### config.mk
export PLATFORM = sky130hd
export DESIGN_NAME = inertial_cmd_seq_flat
export DESIGN_NICKNAME = d
export VERILOG_FILES = /design/src/rtl/inertial_cmd_seq_pkg.sv /design/src/rtl/inertial_cmd_seq_if.sv /design/src/rtl/inertial_cmd_seq.sv /design/src/flat_wrapper.sv
export SDC_FILE = /design/constraint.sdc
export NUM_CORES = 1
export LEC_CHECK = 0
export BUFFER_PORTS_ARGS = -buffer_cell sky130_fd_sc_hd__buf_2
export CORE_MARGIN = 1
export CORE_UTILIZATION = 30
export DETAILED_ROUTE_END_ITERATION = 8
export PLACE_DENSITY = 0.62
export SYNTH_ARGS = -nofsm -noshare
export SYNTH_HDL_FRONTEND = slang
export SYNTH_SLANG_ARGS = --single-unit
export TNS_END_PERCENT = 10
### constraint.sdc
create_clock -name clk -period 2.08 [get_ports clk]
set_clock_uncertainty 0.15 [all_clocks]
set_input_delay 0.416 -clock clk [delete_from_list [all_inputs] [get_ports clk]]
set_output_delay 0.416 -clock clk [all_outputs]
set_load 0.03 [all_outputs]
### src/rtl/inertial_cmd_seq_pkg.sv
// inertial_cmd_seq shared types: FSM states and SPI command words.
// No ports; imported by the sequencer and its bench.
package inertial_cmd_seq_pkg;

  typedef enum logic [2:0] {
    PWR,
    CFG1,
    CFG2,
    CFG3,
    IDLE,
    RDL,
    RDH
  } state_t;

  localparam logic [15:0] CMD_INT_EN   = 16'h0D02;
  localparam logic [15:0] CMD_GYRO_ODR = 16'h1160;
  localparam logic [15:0] CMD_ROUND    = 16'h1440;
  localparam logic [15:0] CMD_YAWL     = 16'hA600;
  localparam logic [15:0] CMD_YAWH     = 16'hA700;

endpackage

### src/rtl/inertial_cmd_seq_if.sv
// SPI monarch command handshake bundle.
// wrt/cmd: sequencer -> monarch; done/rd_data: monarch -> sequencer.
interface inertial_cmd_seq_if;
  logic        wrt;
  logic [15:0] cmd;
  logic        done;
  logic [15:0] rd_data;

  modport master (
    output wrt,
    output cmd,
    input  done,
    input  rd_data
  );

  modport slave (
    input  wrt,
    input  cmd,
    output done,
    output rd_data
  );
endinterface

### src/rtl/inertial_cmd_seq.sv
// Inertial sensor command sequencer: power-up wait, 3 config writes,
// then a yaw-rate low/high read per data-ready interrupt.
// Ports: clk, rst_n (async low), INT (async level), spi (master bundle),
// yaw_rt (signed {hi,lo}), vld (1-cycle strobe on yaw_rt update).
module inertial_cmd_seq
  import inertial_cmd_seq_pkg::*;
#(
  parameter logic [15:0] INIT_WAIT = 16'hFFFF
) (
  input  logic                      clk,
  input  logic                      rst_n,
  input  logic                      INT,
  inertial_cmd_seq_if.master        spi,
  output logic [15:0]               yaw_rt,
  output logic                      vld
);

  state_t      r_state;
  logic [15:0] r_timer;
  logic [7:0]  r_yawl;
  logic        r_int_ff1;
  logic        r_int_ff2;
  logic        r_done_q;
  logic        r_wrt;
  logic [15:0] r_cmd;
  logic [15:0] r_yaw_rt;
  logic        r_vld;

  logic        w_done_rise;
  logic        w_unused;

  // done is sticky and may still be high from the previous
  // transaction, so only its rising edge counts as completion.
  assign w_done_rise = spi.done & ~r_done_q;
  assign w_unused    = ^spi.rd_data[15:8];

  assign spi.wrt = r_wrt;
  assign spi.cmd = r_cmd;
  assign yaw_rt  = r_yaw_rt;
  assign vld     = r_vld;

  always_ff @(posedge clk or negedge rst_n) begin
    if (!rst_n) begin
      r_state   <= PWR;
      r_timer   <= 16'd0;
      r_yawl    <= 8'd0;
      r_int_ff1 <= 1'b0;
      r_int_ff2 <= 1'b0;
      r_done_q  <= 1'b0;
      r_wrt     <= 1'b0;
      r_cmd     <= 16'h0000;
      r_yaw_rt  <= 16'h0000;
      r_vld     <= 1'b0;
    end else begin
      r_int_ff1 <= INT;
      r_int_ff2 <= r_int_ff1;
      r_done_q  <= spi.done;
      r_wrt     <= 1'b0;
      r_vld     <= 1'b0;
      unique case (r_state)
        PWR: begin
          if (r_timer == INIT_WAIT - 16'd1) begin
            r_timer <= 16'd0;
            r_state <= CFG1;
            r_wrt   <= 1'b1;
            r_cmd   <= CMD_INT_EN;
          end else begin
            r_timer <= r_timer + 16'd1;
          end
        end
        CFG1: begin
          if (w_done_rise) begin
            r_state <= CFG2;
            r_wrt   <= 1'b1;
            r_cmd   <= CMD_GYRO_ODR;
          end
        end
        CFG2: begin
          if (w_done_rise) begin
            r_state <= CFG3;
            r_wrt   <= 1'b1;
            r_cmd   <= CMD_ROUND;
          end
        end
        CFG3: begin
          if (w_done_rise) begin
            r_state <= IDLE;
          end
        end
        IDLE: begin
          if (r_int_ff2) begin
            r_state <= RDL;
            r_wrt   <= 1'b1;
            r_cmd   <= CMD_YAWL;
          end
        end
        RDL: begin
          if (w_done_rise) begin
            r_yawl  <= spi.rd_data[7:0];
            r_state <= RDH;
            r_wrt   <= 1'b1;
            r_cmd   <= CMD_YAWH;
          end
        end
        RDH: begin
          if (w_done_rise) begin
            r_yaw_rt <= {spi.rd_data[7:0], r_yawl};
            r_vld    <= 1'b1;
            r_state  <= IDLE;
          end
        end
        default: r_state <= PWR;
      endcase
    end
  end

endmodule

### src/flat_wrapper.sv
// flat-port wrapper written by rule: the top's interface ports become plain ports
module inertial_cmd_seq_flat import inertial_cmd_seq_pkg::*;
#(
  parameter logic [15:0] INIT_WAIT = 16'hFFFF
)
  (clk, rst_n, INT, yaw_rt, vld, spi_wrt, spi_cmd, spi_done, spi_rd_data);
  inertial_cmd_seq_if spi_i ();
  input  logic clk;
  input  logic rst_n;
  input  logic INT;
  output logic [15:0] yaw_rt;
  output logic vld;
  output wire logic [$bits(spi_i.wrt)-1:0] spi_wrt;
  output wire logic [$bits(spi_i.cmd)-1:0] spi_cmd;
  input wire logic [$bits(spi_i.done)-1:0] spi_done;
  input wire logic [$bits(spi_i.rd_data)-1:0] spi_rd_data;
  assign spi_wrt = spi_i.wrt;
  assign spi_cmd = spi_i.cmd;
  assign spi_i.done = spi_done;
  assign spi_i.rd_data = spi_rd_data;
  inertial_cmd_seq #(.INIT_WAIT(INIT_WAIT)) u_core (.clk(clk), .rst_n(rst_n), .INT(INT), .spi(spi_i), .yaw_rt(yaw_rt), .vld(vld));
endmodule
==> results of run 1 <==
## repair_timing
item	in CTS	in global routing
gates resized for setup	0	3
endpoints found under the setup margin	0	8
hold endpoints to repair	54	0
setup buffers	0	0
hold buffers	1	0
## synth_stat cells (2+ instances only)
cell type	instances
a21oi_1	2
a31oi_1	3
buf_2	6
buf_4	11
dfrtp_1	54
ha_1	2
inv_1	5
mux2_2	24
mux2i_1	2
nand2_1	13
nand3_1	3
nand4_1	9
nor2_1	16
nor2b_1	4
nor3_1	3
nor4_1	4
nor4bb_1	3
o21ai_0	6
xnor2_1	9
xor2_1	3
## cell type report
type                    count  area, µm²  area share (%)
repair buffers             55        343            11.7
clock inverters             3       43.8            1.50
multi-input cells         131        966            33.1
clock buffers               5       68.8            2.36
flip-flops and latches     54       1350            46.3
inverters                   5       18.8           0.643
well taps                 102        128            4.37
## metal layers
metal	GRT usage [%]	vias to the layer above	routed length [µm]
li1	-	795	-
met4	4.82	0	86
met3	2.99	8	199
met5	0	-	0
met1	15.2	805	2160
met2	19.9	42	2250
## power by group through the flow
stage | logic, mW | clock network (mW) | registers [mW]
finish | 0.0592 | 0.711 | 1.05
global route | 0.0677 | 0.776 | 1.05
CTS | 0.0616 | 0.739 | 1.05
detailed placement | 0.0602 | 0 | 1.07
global placement | 0.0586 | 0 | 1.07
floorplan | 0.0281 | 0 | 1.07
## cells by family after synthesis
kind of cell	count (synthesis)	synth area share, %
mux	26	12.0
compound gates	18	4.81
other cells	1	0.155
buf+inv	23	5.59
xor+xnor	12	4.35
simple gates	67	16.2
fa+ha+maj	2	1.03
flops	54	55.9
## path summary, 6_finish.rpt
check                                              startpoint                             end  cells after the start  slack [ns]
worst max-delay path            u_core.r_state[0]$_DFFE_PN0P_  u_core.r_timer[15]$_DFFE_PN0N_                      4        0.11
worst min-delay path                                      INT      u_core.r_int_ff1$_DFF_PN0_                      1        0.06
worst max register to register  u_core.r_state[0]$_DFFE_PN0P_  u_core.r_timer[15]$_DFFE_PN0N_                      4        0.11
worst min register to register     u_core.r_int_ff1$_DFF_PN0_      u_core.r_int_ff2$_DFF_PN0_                      0        0.21
max in group asynchronous                               rst_n  u_core.r_timer[12]$_DFFE_PN0N_                      3        1.06
min in group asynchronous                               rst_n  u_core.r_timer[13]$_DFFE_PN0N_                      3        0.48
## flip-flops by register name, summed over array words and instances (netlist names)
register          cells
u_core.r_done_q       1
u_core.r_int_ff1      1
u_core.r_int_ff2      1
u_core.r_state        3
u_core.r_timer       16
u_core.r_yawl         8
u_core.spi.cmd        6
u_core.spi.wrt        1
u_core.vld            1
u_core.yaw_rt        16
==> impl_results.md, run 1 <==
* Mean Syn Cell Area at between 10 and 15 µm²
* CP Max Fanout at 6
* CP Capture Type: flop
* Row count at 32
* Mapped Area at 0.00242 mm²
* Crit-path leading delay family: simple AND/OR/NAND/NOR gates
* Worst Setup Slack, final at 0.106 ns
* CP max stage delay at between 0.5 and 0.6 ns
* CTS HTree Levels at 2
* N_diodes at 0
* Ranking of synthesized cells by area: dfrtp_1 (56%), mux2_2 (11%), buf_4 (3.4%)
* Flop pwr share at 57.8%
* GRT Overall Usage at 12.1%
* Worst path slowest cell: or4b_4
* TNS Setup at 0 ns
* Post-synth top area share at 55.9%
* Area grow syn2layout at 20.7%
* Mapped Cells at 203
* Clock Latency Late Sink at 0.30 ns
* Worst hold slack at slightly below 0.06 ns
* Synth Flop Type: dfrtp_1
* CORE AREA at 0.00777 mm²
* Final instance area at 0.00292 mm²
* Non-filler cells, final at 355
* DP HPWL at 3290 µm
* Critical path cell sequence: or4b_4, nor4_4, mux2i_1, nor3_2
* Internal power at approximately 1.4 mW
* Initial DRC Count at 54
* PwrDens at ~620 mW/mm²
* Mean routed wirelength per cell at about 13 µm
* Worst Path Arrival at roughly 2.0 ns
* Die Ht at ~92 µm
* Via count at 1650
* Final min period at 1.97 ns
* Total gr overflow at 0
* Final Cycle Share at 94.9%
* TritonCTS clock tree: done
* Kind of critical path: reg -> reg
* CTS Sinks at 54
* Drt drc at 0
* Fmax at 507 MHz
* Die width at 91.8 µm
* Worst path required time at 2.13 ns
* Final hold violation count at 0
* Port bufs at 39
* Status: complete, no violations
* CTS Buffer Depth at 2
* Sw Pwr at 0.395 mW
* YS warnings at 0
* Yosys cell types at slightly above 40
* Fin nets at between 200 and 300
* Clock root buffer: clkbuf_8
* Leading cell type in the layout, fill and taps excluded: dfrtp_1
* ANT nets after route at 0
* Slew @ Worst Pin at 0.562 ns
* Largest area contributor in the netlist: dfrtp_1
* Final Max Tran Viols at 0
* Routed wire length at 4700 µm
* Final core occ at around 38%
* Area after DPL at approximately 0.0028 mm²
* Largest net degree at the start of global routing at 55
* Worst-path clk slew at approximately 0.10 ns
* Final Wtd Congestion at 0.717
* Die area at 0.00843 mm²
* Vias in the first global route at 1693
* CTS buffer count at 5
* Seq/Total Area, Yosys at 55.9%
* HP Class: in -> reg
* Vias per cell at around 4.6
* Pre-Repair DR Iteration Count at 4
* Max-cap viol count at 0
* Slew margin rel. at 62.0%
* Clock share of power at between 30 and 40%
* Async set-reset flop share out of synthesis at 100%
* Post-place setup slack at 0.0628 ns
* Leak pwr at 1.47 nW
* Commonest cells after routing, fill and taps aside: dfrtp_1 (54), buf_2 (39), mux2_2 (24), nor2_1 (16)
* Synth Register Bits at 54
* # fillers at 809
* Share of cells above drive strength 1 at 37.5%
* RSZ-0062 raised after global routing: false
* Bufs and invs on worst path at 0
* I/O pin count at 54
* Initial core utilization at 31.1%
* Startpoint Class: flop
* First-pass GRT wire length at approximately 8000 µm
* Power share of the combinational group at 3.2%
* EDFF count, synth at 0
* Placed insts at between 300 and 400
* Switching Share at between 20 and 25%
* Maximum VDD drop at between 0.3 and 0.4 mV
* Antenna violations before repair at 0
* Final setup viols at 0
* Total design power at 1.82 mW
Note: power is estimated with default switching activity, not from simulation.
==> inputs of run 2 (changes only) <==
Settings changed: CELL_PAD_IN_SITES_DETAIL_PLACEMENT set to 0, CELL_PAD_IN_SITES_GLOBAL_PLACEMENT set to 2, PLACE_DENSITY 0.62 to 0.83.
==> run 2 against run 1 <==
Core utilization shrank 0.21 points. Count of clock-buffer cells in the layout stayed put. Die area unchanged. Clock power down 19%. Worst setup slack better by 0.010 ns. Design area down 0.56%. Highest routed layer unchanged. Critical endpoint is now u_core.r_timer[12]$_DFFE_PN0N_. Via count decreased by 1.2%.
==> impl_results.md, run 2 (synthesized netlist as in run 1, its figures left out) <==
* Slew margin rel. at 63.9%
* Worst-path clk slew at 0.10 ns
* Initial DRC Count at 76
* Die Ht at 91.8 µm
* Non-filler cells, final at 358
* Pre-Repair DR Iteration Count at 4
* Final setup viols at 0
* Clock Latency Late Sink at 0.31 ns
* Status: complete, no violations
* Maximum VDD drop at 0.280 mV
* Leak pwr at 1.49 nW
* Initial core utilization at between 30% and 40%
* ANT nets after route at 0
* Final Max Tran Viols at 0
* CP Capture Type: flop
* Die width at 91.8 µm
* Area grow syn2layout at 20.0%
* Number of cells on the worst reg-to-reg path at 6
* Worst Path Arrival at 2.02 ns
* Share of cells above drive strength 1 at 37.5%
* CTS Sinks at 54
* Startpoint Class: flop
* HP Class: in -> reg
* Min-delay src: INT
* Fmax at 509 MHz
* Worst path required time at 2.13 ns
* WHS Endpoint: u_core.r_int_ff1$_DFF_PN0_
* CTS Buffer Depth at 2
* Mean routed wirelength per cell at 12.5 µm
* R2R Path End: u_core.r_timer[12]$_DFFE_PN0N_
* CTS HTree Levels at 2
* First-pass GRT wire length at about 8000 µm
* DP HPWL at 3280 µm
* Final min period at 1.96 ns
* Kind of critical path: reg -> reg
* R2r setup slk at ~0.12 ns
* Routed wire length at 4470 µm
* Antenna violations before repair at 0
* Total gr overflow at 0
* Leading cell type in the layout, fill and taps excluded: dfrtp_1
* Die area at 0.00843 mm²
* Port bufs at 39
* Slew @ Worst Pin at 0.535 ns
* GRT Overall Usage at about an eighth
* CORE AREA at 0.00777 mm²
* Max-cap viol count at 0
* Fin nets at 278
* Multi-input gate area at 962 µm²
* Largest net degree at the start of global routing at 36
* Drt drc at 0
* Clock root buffer: clkbuf_8
* Commonest cells after routing, fill and taps aside: dfrtp_1 (54), buf_2 (39), mux2_2 (24), buf_4 (18), nor2_1 (16)
* Final hold violation count at 0
* # fillers at 762
* Register area at 0.00135 mm²
* Vias per cell at 4.56
* Final Wtd Congestion at 0.714
* TNS Setup at 0 ns
* Worst hold path depth at 1
* Reg2reg start: u_core.r_timer[0]$_DFFE_PN0N_
* CTS buffer count at 5
* I/O pin count at 54
* Vias in the first global route at 1680
* Via count at 1631
* RSZ-0062 raised after global routing: false
* CP Max Fanout at 4
* N_diodes at 0
* Row count at 32
* Placed insts at 350
* TritonCTS clock tree: done
* Final Cycle Share at between 90 and 100%
* PwrDens at 581 mW/mm²
## run 2: worst max path at each step
stage / startpoint / end / slack, ns / depth (start not counted)
floorplan: u_core.r_timer[0]$_DFFE_PN0N_ / u_core.r_timer[8]$_DFFE_PN0N_ / 0.15 / 6
global placement: u_core.r_state[1]$_DFFE_PN0P_ / u_core.r_yawl[2]$_DFFE_PN0P_ / 0.09 / 4
detailed placement: u_core.r_state[1]$_DFFE_PN0P_ / u_core.r_yawl[4]$_DFFE_PN0P_ / 0.08 / 4
CTS: u_core.r_state[1]$_DFFE_PN0P_ / u_core.r_yawl[4]$_DFFE_PN0P_ / 0.07 / 4
global route: u_core.r_state[1]$_DFFE_PN0P_ / u_core.r_yawl[4]$_DFFE_PN0P_ / 0.04 / 4
finish: u_core.r_timer[0]$_DFFE_PN0N_ / u_core.r_timer[12]$_DFFE_PN0N_ / 0.12 / 6
## run 2: worst max-delay path, cell delays in order, from the launching register on
cell	delay, ns
dfrtp_1	0.38
ha_1	0.20
or4b_1	0.49
buf_4	0.19
nor4_1	0.24
xnor2_1	0.16
nor2_1	0.05
## run 2: report_power, final
group | internal [mW] | switching [mW] | leakage (nW)
Clock | 0.233 | 0.340 | 0.0444
Combinational | 0.0161 | 0.0423 | 0.713
Sequential | 1.05 | 0.00166 | 0.728
## run 2: layout make-up
cell class              instances  share of cell area (%)
well taps                     102                    4.40
inverters                       5                   0.647
repair buffers                 59                    12.4
clock buffers                   5                    2.37
clock inverters                 2                   0.474
flip-flops and latches         54                    46.6
multi-input cells             131                    33.1
## run 2: metal layers
| layer | GRT usage (%) | wire, µm | vias up |
|---|---|---|---|
| li1 | - | - | 802 |
| met1 | 16.0 | 2150 | 797 |
| met2 | 19.5 | 2100 | 27 |
| met3 | 2.90 | 151 | 5 |
| met4 | 3.91 | 70 | 0 |
| met5 | 0 | 0 | - |
## run 2: what timing repair did
action	in CTS	in global routing
hold buffers	1	0
resized for setup	0	2
endpoints found under the setup margin	0	9
setup buffers	0	0
hold endpoints to repair	19	0
## run 2: metrics by stage
step                      utilization, %  hold WS (ns)  cell area, µm²  power [mW]  setup slack, ns
final                               37.4        0.0604            2900        1.69            0.116
after detailed placement            36.0         0.199            2800        1.13           0.0814
after CTS                           37.2        0.0492            2890        1.72           0.0735
after global routing                37.4        0.0381            2900        1.77           0.0357
after global placement              36.0         0.185            2800        1.13           0.0896
after floorplan                        -       -0.0296            2440        1.10            0.148
==> inputs of run 3 (changes only) <==
Settings changed: BUFFER_PORTS_ARGS -buffer_cell sky130_fd_sc_hd__buf_2 to -buffer_cell sky130_fd_sc_hd__buf_4.
==> run 3 against run 2 <==
The flow now finishes with violations (hold timing). Wire length increased by 0.42%. Hold slack lost 0.079 ns. Cell count is 0.56% lower. Non-clock buffer count decreased by 3.
==> impl_results.md, run 3 (synthesized netlist as in run 1, its figures left out) <==
* Status: complete, but fails checks
* Failing checks: hold timing
* TritonCTS clock tree: done
* Routed wire length at about 4500 µm
* Mean routed wirelength per cell at 12.6 µm
* Maximum VDD drop at 0.334 mV
* Final Max Tran Viols at 0
* Final hold violation count at 36
* Slew @ Worst Pin at 0.672 ns
* Drt drc at 0
* Final Wtd Congestion at 0.705
* CTS HTree Levels at 2
* CTS Buffer Depth at 2
* Largest net degree at the start of global routing at 55
* RSZ-0062 raised after global routing: false
* Area grow syn2layout at 24.2%
* M1 GR Usage at 14.7%
* Startpoint Class: flop
* N_diodes at 0
* Final Cycle Share at 92.3%
* CORE AREA at between 0.007 and 0.008 mm²
* Worst Setup Slack, final at 0.160 ns
* Worst path slowest cell: or4b_4
* Kind of critical path: reg -> reg
* Worst Path Arrival at between 1.5 and 2 ns
* Commonest cells after routing, fill and taps aside: buf_4 (56), dfrtp_1 (54), mux2_2 (24), nor2_1 (16), nand2_1 (12)
* Slew margin rel. at 55.2%
* I/O pin count at 54
* Worst path required time at 2.13 ns
* Max-cap viol count at 0
* Post-place setup slack at 0.0171 ns
* CTS buffer count at 5
* Clock root buffer: clkbuf_8
* Leak pwr at 1.48 nW
* Via count at 1633
* Fin nets at 275
* Leading cell type in the layout, fill and taps excluded: buf_4
* Die Ht at 91.8 µm
* First-pass GRT wire length at 7740 µm
* Worst hold slack at -0.0184 ns
* TNS Setup at 0 ns
* Port bufs at 39
* Antenna violations before repair at 0
* Row count at 32
* Pre-Repair DR Iteration Count at 4
* Fmax at 521 MHz
* ANT nets after route at 0
* GR Util met3 at 2.32%
* Total design power at ~1.9 mW
* Share of cells above drive strength 1 at 38.2%
* Worst-path clk slew at approximately 0.10 ns
* Die width at around 92 µm
* CP Max Fanout at 5
* Final min period at roughly 1.9 ns
* PwrDens at between 600 and 700 mW/mm²
* Die area at 0.00843 mm²
* Vias in the first global route at 1607
* Met2 Resource Use GR at 19.3%
* R2r setup slk at approximately 0.16 ns
* CP Capture Type: flop
* DP HPWL at 3160 µm
* Multi-input gate area at a little under 0.001 mm²
* Total gr overflow at 0
* Final setup viols at 0
* CP max stage delay at about 0.59 ns
* Critical path cell sequence: or4b_4, nor4_4, mux2i_1, nor3_2
* GRT Overall Usage at a little under an eighth
* HP Class: in -> async
* Initial DRC Count at just over 70
* Vias per cell at around 4.6
* # fillers at 775
* CTS Sinks at between 50 and 60
* Register area at 0.00135 mm²
* Clock Latency Late Sink at around 0.31 ns
* Top Usage Layer GRT: met2
* Initial core utilization at 31.1%
run 3: what timing repair did:
action / in CTS / in global routing
hold buffers: 0 / 0
setup endpoints to repair: 0 / 9
buffers inserted: 0 / 0
gates resized for setup: 0 / 3
run 3: path summary, 6_finish.rpt:
path	startpoint	end	cells after the start
max in group asynchronous	rst_n	u_core.r_timer[3]$_DFFE_PN0N_	1
min in group clk	INT	u_core.r_int_ff1$_DFF_PN0_	1
max reg2reg	u_core.r_state[2]$_DFFE_PN0P_	u_core.r_timer[15]$_DFFE_PN0N_	4
max	u_core.r_state[2]$_DFFE_PN0P_	u_core.r_timer[15]$_DFFE_PN0N_	4
min reg2reg	u_core.r_int_ff1$_DFF_PN0_	u_core.r_int_ff2$_DFF_PN0_	0
min	rst_n	u_core.yaw_rt[6]$_DFFE_PN0P_	1
run 3: through the flow:
stage	hold slack, ns	utilization, %	area (µm²)	instances
2_1_floorplan	-0.0296	-	2440	208
3_3_place_gp	0.185	36.9	2870	348
3_5_place_dp	0.186	36.9	2870	348
4_1_cts	0.0133	38.5	2990	356
5_1_grt	0.0429	38.7	3000	356
6_report	-0.0184	38.7	3000	356
run 3: critical path: cells and delay by family, from the launching register on:
family           cells  cell delay (ns)
multiplexers         1             0.25
AND/OR/NAND/NOR      3             0.99
flip-flops           1             0.42
run 3: final cells by class:
cell class / instances / area share [%]
Clock inverter: 2 / 1.29
Tap cell: 102 / 4.25
Clock buffer: 6 / 2.75
Timing Repair Buffer: 56 / 14.0
Sequential cell: 54 / 45.0
Inverter: 5 / 0.625
Multi-Input combinational cell: 131 / 32.1
run 3: where the power goes:
part           internal (mW)  switching, mW
combinational         0.0170         0.0410
clock                  0.396          0.357
sequential              1.05        0.00170
run 3: routing by layer:
layer,wire (µm),vias to the layer above
met2,2130,32
met1,2140,796
met3,148,7
met4,77,0
met5,0,-
li1,-,798
